--- src/rtl/dmux8way16_buf.sv ---
// rtl/dmux8way16_buf.sv - registered 1-to-8 word demultiplexer with per-channel one-word buffers
//
// Purpose:
//   Steers each producer word to one of eight consumer channels (in_sel) or
//   broadcasts it to all eight (in_bcast). Each channel buffers one word and
//   presents it until its consumer accepts it with a valid/ready handshake.
//
// Ports:
//   clk        single clock, all state on the rising edge
//   reset      synchronous active-high reset
//   in_valid   producer has a word on in_data
//   in_ready   block accepts the word this cycle (independent of in_valid)
//   in_data    word to distribute
//   in_sel     destination channel, ignored for broadcast
//   in_bcast   deliver the word to all eight channels
//   out_valid  bit k set while channel k holds a word
//   out_ready  bit k set when consumer k takes its word
//   out_data   channel k word on bits [WIDTH*k +: WIDTH]
//   out_count  number of channels currently holding a word

module dmux8way16_buf #(
    parameter int WIDTH = 16
) (
    input  logic               clk,
    input  logic               reset,
    input  logic               in_valid,
    output logic               in_ready,
    input  logic [WIDTH-1:0]   in_data,
    input  logic [2:0]         in_sel,
    input  logic               in_bcast,
    output logic [7:0]         out_valid,
    input  logic [7:0]         out_ready,
    output logic [8*WIDTH-1:0] out_data,
    output logic [3:0]         out_count
);

    logic [7:0]       valid_q;
    logic [WIDTH-1:0] data_q [8];
    logic [3:0]       count_q;

    logic [7:0]       free;
    logic             accept;
    logic [7:0]       load;
    logic [7:0]       valid_next;
    logic [3:0]       count_next;

    // A channel can take a word if it is empty or its consumer is draining it
    // on this same edge, so out_ready feeds in_ready combinationally.
    assign free = ~valid_q | out_ready;

    // Broadcast is all-or-nothing: it needs every channel free at once.
    always_comb begin
        in_ready = free[in_sel];
        if (in_bcast) begin
            in_ready = &free;
        end
    end

    assign accept = in_valid & in_ready;

    always_comb begin
        load = 8'h00;
        if (accept) begin
            if (in_bcast) begin
                load = 8'hFF;
            end else begin
                load[in_sel] = 1'b1;
            end
        end
    end

    // Load wins over pop, so a simultaneous pop and load leaves the channel
    // full with the new word. out_ready on an empty channel has no effect.
    assign valid_next = load | (valid_q & ~out_ready);

    always_comb begin
        count_next = 4'd0;
        for (int k = 0; k < 8; k++) begin
            count_next = count_next + {3'b000, valid_next[k]};
        end
    end

    always_ff @(posedge clk) begin
        if (reset) begin
            valid_q <= 8'h00;
            count_q <= 4'd0;
        end else begin
            valid_q <= valid_next;
            count_q <= count_next;
        end
    end

    // Data registers carry no reset; their content only matters while the
    // matching valid flag is set.
    always_ff @(posedge clk) begin
        for (int k = 0; k < 8; k++) begin
            if (load[k] && !reset) begin
                data_q[k] <= in_data;
            end
        end
    end

    assign out_valid = valid_q;
    assign out_count = count_q;

    for (genvar g = 0; g < 8; g++) begin : g_out
        assign out_data[WIDTH*g +: WIDTH] = data_q[g];
    end

endmodule

--- config.mk ---
export PLATFORM = sky130hd
export DESIGN_NAME = dmux8way16_buf
export DESIGN_NICKNAME = d
export VERILOG_FILES = /design/src/rtl/dmux8way16_buf.sv
export SDC_FILE = /design/constraint.sdc
export NUM_CORES = 1
export LEC_CHECK = 0
export CAP_MARGIN = 25
export CORE_ASPECT_RATIO = 0.5
export CORE_MARGIN = 2
export CORE_UTILIZATION = 45
export DETAILED_ROUTE_END_ITERATION = 8
export HOLD_SLACK_MARGIN = 0.05
export PLACE_DENSITY = 0.87
export SLEW_MARGIN = 10
export SYNTH_ARGS = -nofsm -noshare
export SYNTH_HDL_FRONTEND = slang
export SYNTH_SLANG_ARGS = --single-unit
--- constraint.sdc ---
create_clock -name clk -period 4.55 [get_ports clk]
set_input_delay 0.455 -clock clk [delete_from_list [all_inputs] [get_ports clk]]
set_output_delay 0.455 -clock clk [all_outputs]
set_load 0.03 [all_outputs]
==> flow_summary.ini <==
[clocking]
cts_hold_buf = 0
insertion_delay_ns = 0.42
cts_made_buffers = 17
cts_setup_buffers = 0
cts_resized = 0
cts_tree = built
root_buffer = clkbuf_16
cts_sinks = 140
path_clk_slew_ns = 0.06
h-tree-depth = 4
clockBufferDepth = 2

[power_and_ir_drop]
peakVddDrop_v = 0.0002649
p_per_area_nw_per_um2 = 437.2
p_leak_nw = 2.605

[setup_path]
r2r_end = out_count[2]
cp-end-kind = flop
cp.required_ns = 4.84
cp_common_cell = fa_1
crit_type = primary input to flop
r2r_slack_ns = 0.61
slowest_delay_ns = 0.55
r2r-start = out_valid[2]
worstSetupStartpointType = primary input
cp_cell_sequence = clkdlybuf4s50_1, and4bb_2, o31ai_2, and4_4, o211ai_2, and2_1, fa_1, fa_1, fa_1, inv_1, ha_1, inv_1, fa_1, xor2_1, nor2_1
critical_path.max_fanout = 5
cp_slowest_cell = fa_1
rr_worst_depth = 14
crit_arrival_ns = 4.47

[sta]
relSlewSlack = 0.3098
final.setup_skew_ns = 0.009628
finalHoldWorstSlack_ns = 0.5473
fin_crit_sh = 0.9185
max_freq_mhz = 239.3
fin_tns_setup_ns = 0
rsz0062_at_grt = no
tightest_slew_ns = 1.031
min_period_ns = 4.179
hold_viol_final = 0
finalSetupViolCount = 0
drv_slew = 0

[cells_and_area]
layout-drive-gt1-share = 0.1634
fin_nets = 478
diodes = 0
multi_input_area_um2 = 725.7
final_common_cell = clkdlybuf4s50_1
fin_area_um2 = 7486
seqCellArea_um2 = 4084
area_growth_pct = 52.90
post-route-util = 0.7191
layout_common_cells = 171 x clkdlybuf4s50_1, 128 x edfxtp_1, 17 x clkbuf_16
fillers = 652

[placed_design]
post_dp_cell_area_um2 = 6828
port_buffers = 171
place_hpwl_um = 8627
gp_congestion = 0.8884

[global_routing]
antenna_found_initial = 0
grt_util_all_layers = 0.2383
grt_overflow_total = 0
grt_pass1_wl_um = 19610
grt_pass1_vias = 3093
grt_max_degree = 17

[run_status]
status = finished, final reports clean

[synthesis]
synth_area_leader_cell = edfxtp_1
async_flop_share = 0
synth_fa_ha_area_frac = 0.02402
ys_ff_latch = 140
synth_edf_count = 128
synth_area_leaders = edfxtp_1 79%, dfxtp_1 4.9%, fa_1 1.6%
syn-num-nets = 279
syn_avg_cell_area_um2 = 20.32
synthXorXnorAreaFrac = 0.001789
ys_seq_area_frac = 0.8341
synth_cell_types = 44
yosysWarnings = 0
synthFlopType = edfxtp_1
syn_inst = 241
synth_compound_area_frac = 0.05495
synth_simple_gate_area_frac = 0.06747
synth_top_family_by_area = simple AND/OR/NAND/NOR gates
synth.area.mux_share = 0
syn_area_um2 = 4896
yosysTopAreaCellShare = 0.7851

[min_path]
whs_endpoint = out_valid[3]
hold_path.class = flop to flop
whs_path_depth = 2
holdCritStartpoint = out_valid[3]

[routing]
drt-initial-drc-count = 172
wire_per_inst_um = 22.75
num_vias = 3030
drt-total-wl_um = 13490
ant_nets = 0
viasPerCell = 5.110
first_pass_iters = 4
drcViolationCount = 0

[floorplan]
die_h_um = 77.76
rows = 26
start_util = 0.4703
fp.coreArea_um2 = 10410
io_pins = 172
dieArea_um2 = 11780
die_w_um = 151.5

[job]
maxCapViolCount = 0
## cell families (layout without fill, tap and decap cells)
family / after synthesis / in the layout
DFF: 140 / 140
and+or+nand+nor: 45 / 45
AOI/OAI and AO/OA: 33 / 33
buffers and inverters: 15 / 227
adders and majority gates: 7 / 7
xor gates and xnor gates: 1 / 1
## critical path, delay by kind of cell
family / cells / cell delay (ns)
adder cells (fa/ha/maj): 5 / 2.01
AND/OR/NAND/NOR: 4 / 0.84
buffers and inverters: 3 / 0.60
AO/OA/AOI/OAI: 2 / 0.41
XOR/XNOR: 1 / 0.16
## cells in the mapped netlist, types with 2 or more instances
cell type  instances
edfxtp_1         128
nor2b_2            7
nor2_1             3
dfxtp_1           12
nand4_1            2
buf_6              3
nand2b_1           7
o211ai_1           3
and2b_2            3
o21bai_1           2
nand2_1            2
a21o_2             2
fa_1               4
a21oi_2            3
ha_1               3
a21oi_1           10
a31oi_1            2
buf_4              2
o211ai_2           4
inv_1              9
and2_1             4
a21o_1             3
nor2b_1            2
## area by class of cell
type	instances	share of cell area
repair buffers	186	0.2497
clock buffers	18	0.05733
clock inverters	14	0.02256
multi-input cells	86	0.09694
flip-flops and latches	140	0.5455
well taps	140	0.02340
inverters	9	0.004513
## through the flow
step / worst slack [ns] / instances / total power (W)
after floorplan: 0.5644 / 241 / 0.001709
after global placement: 0.06713 / 555 / 0.001871
after detailed placement: -0.03246 / 557 / 0.001881
after CTS: 0.4078 / 589 / 0.003282
after global routing: 0.2004 / 593 / 0.003376
final: 0.3707 / 593 / 0.003273
## metal layers
metal / up-vias / wire length (um) / GRT usage / part of all wire
li1: 1323 / - / - / -
met1: 1581 / 5269 / 0.2825 / 0.39
met2: 113 / 7444 / 0.4222 / 0.55
met3: 13 / 604 / 0.06706 / 0.045
met4: 0 / 170 / 0.07778 / 0.013
met5: - / 0 / 0 / 0
## how the worst max path moves through the flow
stage	from	endpoint	slack [ns]	cells past startpoint
3_5_place_dp	in_sel[1]	out_count[2]	-0.03	15
6_report	in_sel[1]	out_count[2]	0.37	15
2_1_floorplan	in_sel[2]	out_count[2]	0.56	16
3_3_place_gp	in_sel[1]	out_count[2]	0.07	15
5_1_grt	in_sel[1]	out_count[2]	0.20	15
4_1_cts	in_sel[1]	out_count[2]	0.41	15
## state kept, by name, indices dropped and copies added (netlist names)
signal and cells:
out_valid 8, out_count 4, data_q 128
## power breakdown
part / total, W / switching [W] / internal (W)
Clock: 0.00141 / 0.000542 / 0.000863
Sequential: 0.00148 / 0.0000174 / 0.00146
Combinational: 0.000388 / 0.000230 / 0.000158
Power figures use the tool's default switching activity.
==> RTL edit (same flow settings) <==
The parameter `WIDTH` goes from 16 to 20.
--- a/src/rtl/dmux8way16_buf.sv
+++ b/src/rtl/dmux8way16_buf.sv
@@ -21,3 +21,3 @@
 module dmux8way16_buf #(
-    parameter int WIDTH = 16
+    parameter int WIDTH = 20
 ) (
Interface: changed (resized in_data and out_data); port bits go from 172 to 208. No check against the original RTL was run, so the function may have changed too.
==> RTL edit against the unedited design <==
Power up 16%; synthesized area up 20%; setup slack worse by 30 ps; final area up 18%; sequential cell count up 32; global-route usage down 2.1 points; wire length up 11%; utilization down 2.2 points; via count up 16%; die area up 19%; final cell count up 17%; register-to-register slack better by 20 ps; critical endpoint unchanged.
==> RTL edit: results (changes against the unedited design) <==
Worst-Margin Slew=590 ps (-440 ps); placed insts=661 (+19%); Largest register FFs=160 (+25%); status=completed; cells after synthesis=273 (+13%); proportion of layout cells with a drive suffix above 1=0.147 (-0.0161); Yosys Warn Count=0 (unchanged); post-DP HPWL=9.66 mm (+12%); number of diodes=0 (unchanged); EDFF count, synth=160 (+25%); largest net degree at the start of global routing=21 (+4); wire length of the first global-routing pass=21.5 mm (+9.7%); Leak=0.00306 uW (+17%); Max H-tree Level=4 (unchanged); Worst-path clk slew=60 ps (about the same); Buffers on Ports=207 (+21%); register area share after synthesis=0.861 (+0.0272); global-route usage over all layers=0.217 (-0.0208); final wirelength=15.0 mm (+11%); Max VDD drop=0.295 mV (+11%); critical path fanouts, max=7 (+2); pre-CTS setup slack=-75.8 ps (-43.3 ps); initial drt markers=236 (+37%); CTS Buffer Depth=2 (unchanged); Area contributors post-synth=edfxtp_1 (82%), dfxtp_1 (4.1%), fa_1 (1.4%), nor2b_2 (1.0%), a21oi_1 (0.85%); grt ovf=0 (unchanged); Via density=5.06 (-0.96%); most instantiated cells after synthesis=edfxtp_1 (160), dfxtp_1 (12), a21oi_1 (10); Most flops, register=data_q; hold path depth=2 (unchanged); Routability Congestion=0.888 (about the same); cell area after placement=0.00822 mm^2 (+20%); Synth cell types=44 (unchanged); CP arrival=4490 ps (+20 ps); synthesized net count=315 (+13%); initial antenna violation count=0 (unchanged); final net count=552 (+15%); DR vias=3507 (+16%); Final Skew=13.8 ps (+4.22 ps)
-- RTL edit: kinds of logic after synthesis --
logic type,Yosys count,share of synthesized area
xor+xnor,1,0.00150
flops,172,0.861
simple gates,45,0.0564
buf+inv,15,0.0147
fa+ha+maj,7,0.0201
compound gates,33,0.0459
-- RTL edit: where the power goes --
part           internal [uW]  switching, uW  leakage [uW]  total [uW]
Combinational            172            257       0.00120         428
Clock                    929            616      0.000304        1540
Sequential              1800           18.7       0.00156        1810
-- RTL edit: worst min-delay path, cell delays in order, from the launching register on --
cell and delay, ps:
dfxtp_1 320, nand2b_1 100, a21oi_1 70
-- RTL edit: per-layer routing --
metal	vias to the layer above	wire (um)	global-route usage
met5	-	0	0
met4	0	310	0.0846
met3	21	634	0.0375
met2	142	8130	0.394
met1	1811	5880	0.261
li1	1533	-	-
-- RTL edit: final timing paths --
kind | startpoint | to | slack, ps
hold reg to reg | out_valid[5] | out_valid[5] | 540
setup / recovery | in_sel[0] | out_count[2] | 340
setup reg to reg | out_valid[2] | out_count[2] | 630
hold / removal | out_valid[5] | out_valid[5] | 540
-- RTL edit: cell type report --
class                   count  area (um^2)
flip-flops and latches    172         5040
fillers                   814         3850
repair buffers            224         2200
multi-input cells          86          726
clock buffers              17          425
well taps                 170          213
clock inverters            15          208
inverters                   9         33.8
-- RTL edit: stage by stage --
stage,hold WS [ps],util
final,541,0.697
after global routing,579,0.697
after CTS,540,0.697
after detailed placement,521,0.647
after global placement,525,0.647
after floorplan,527,-
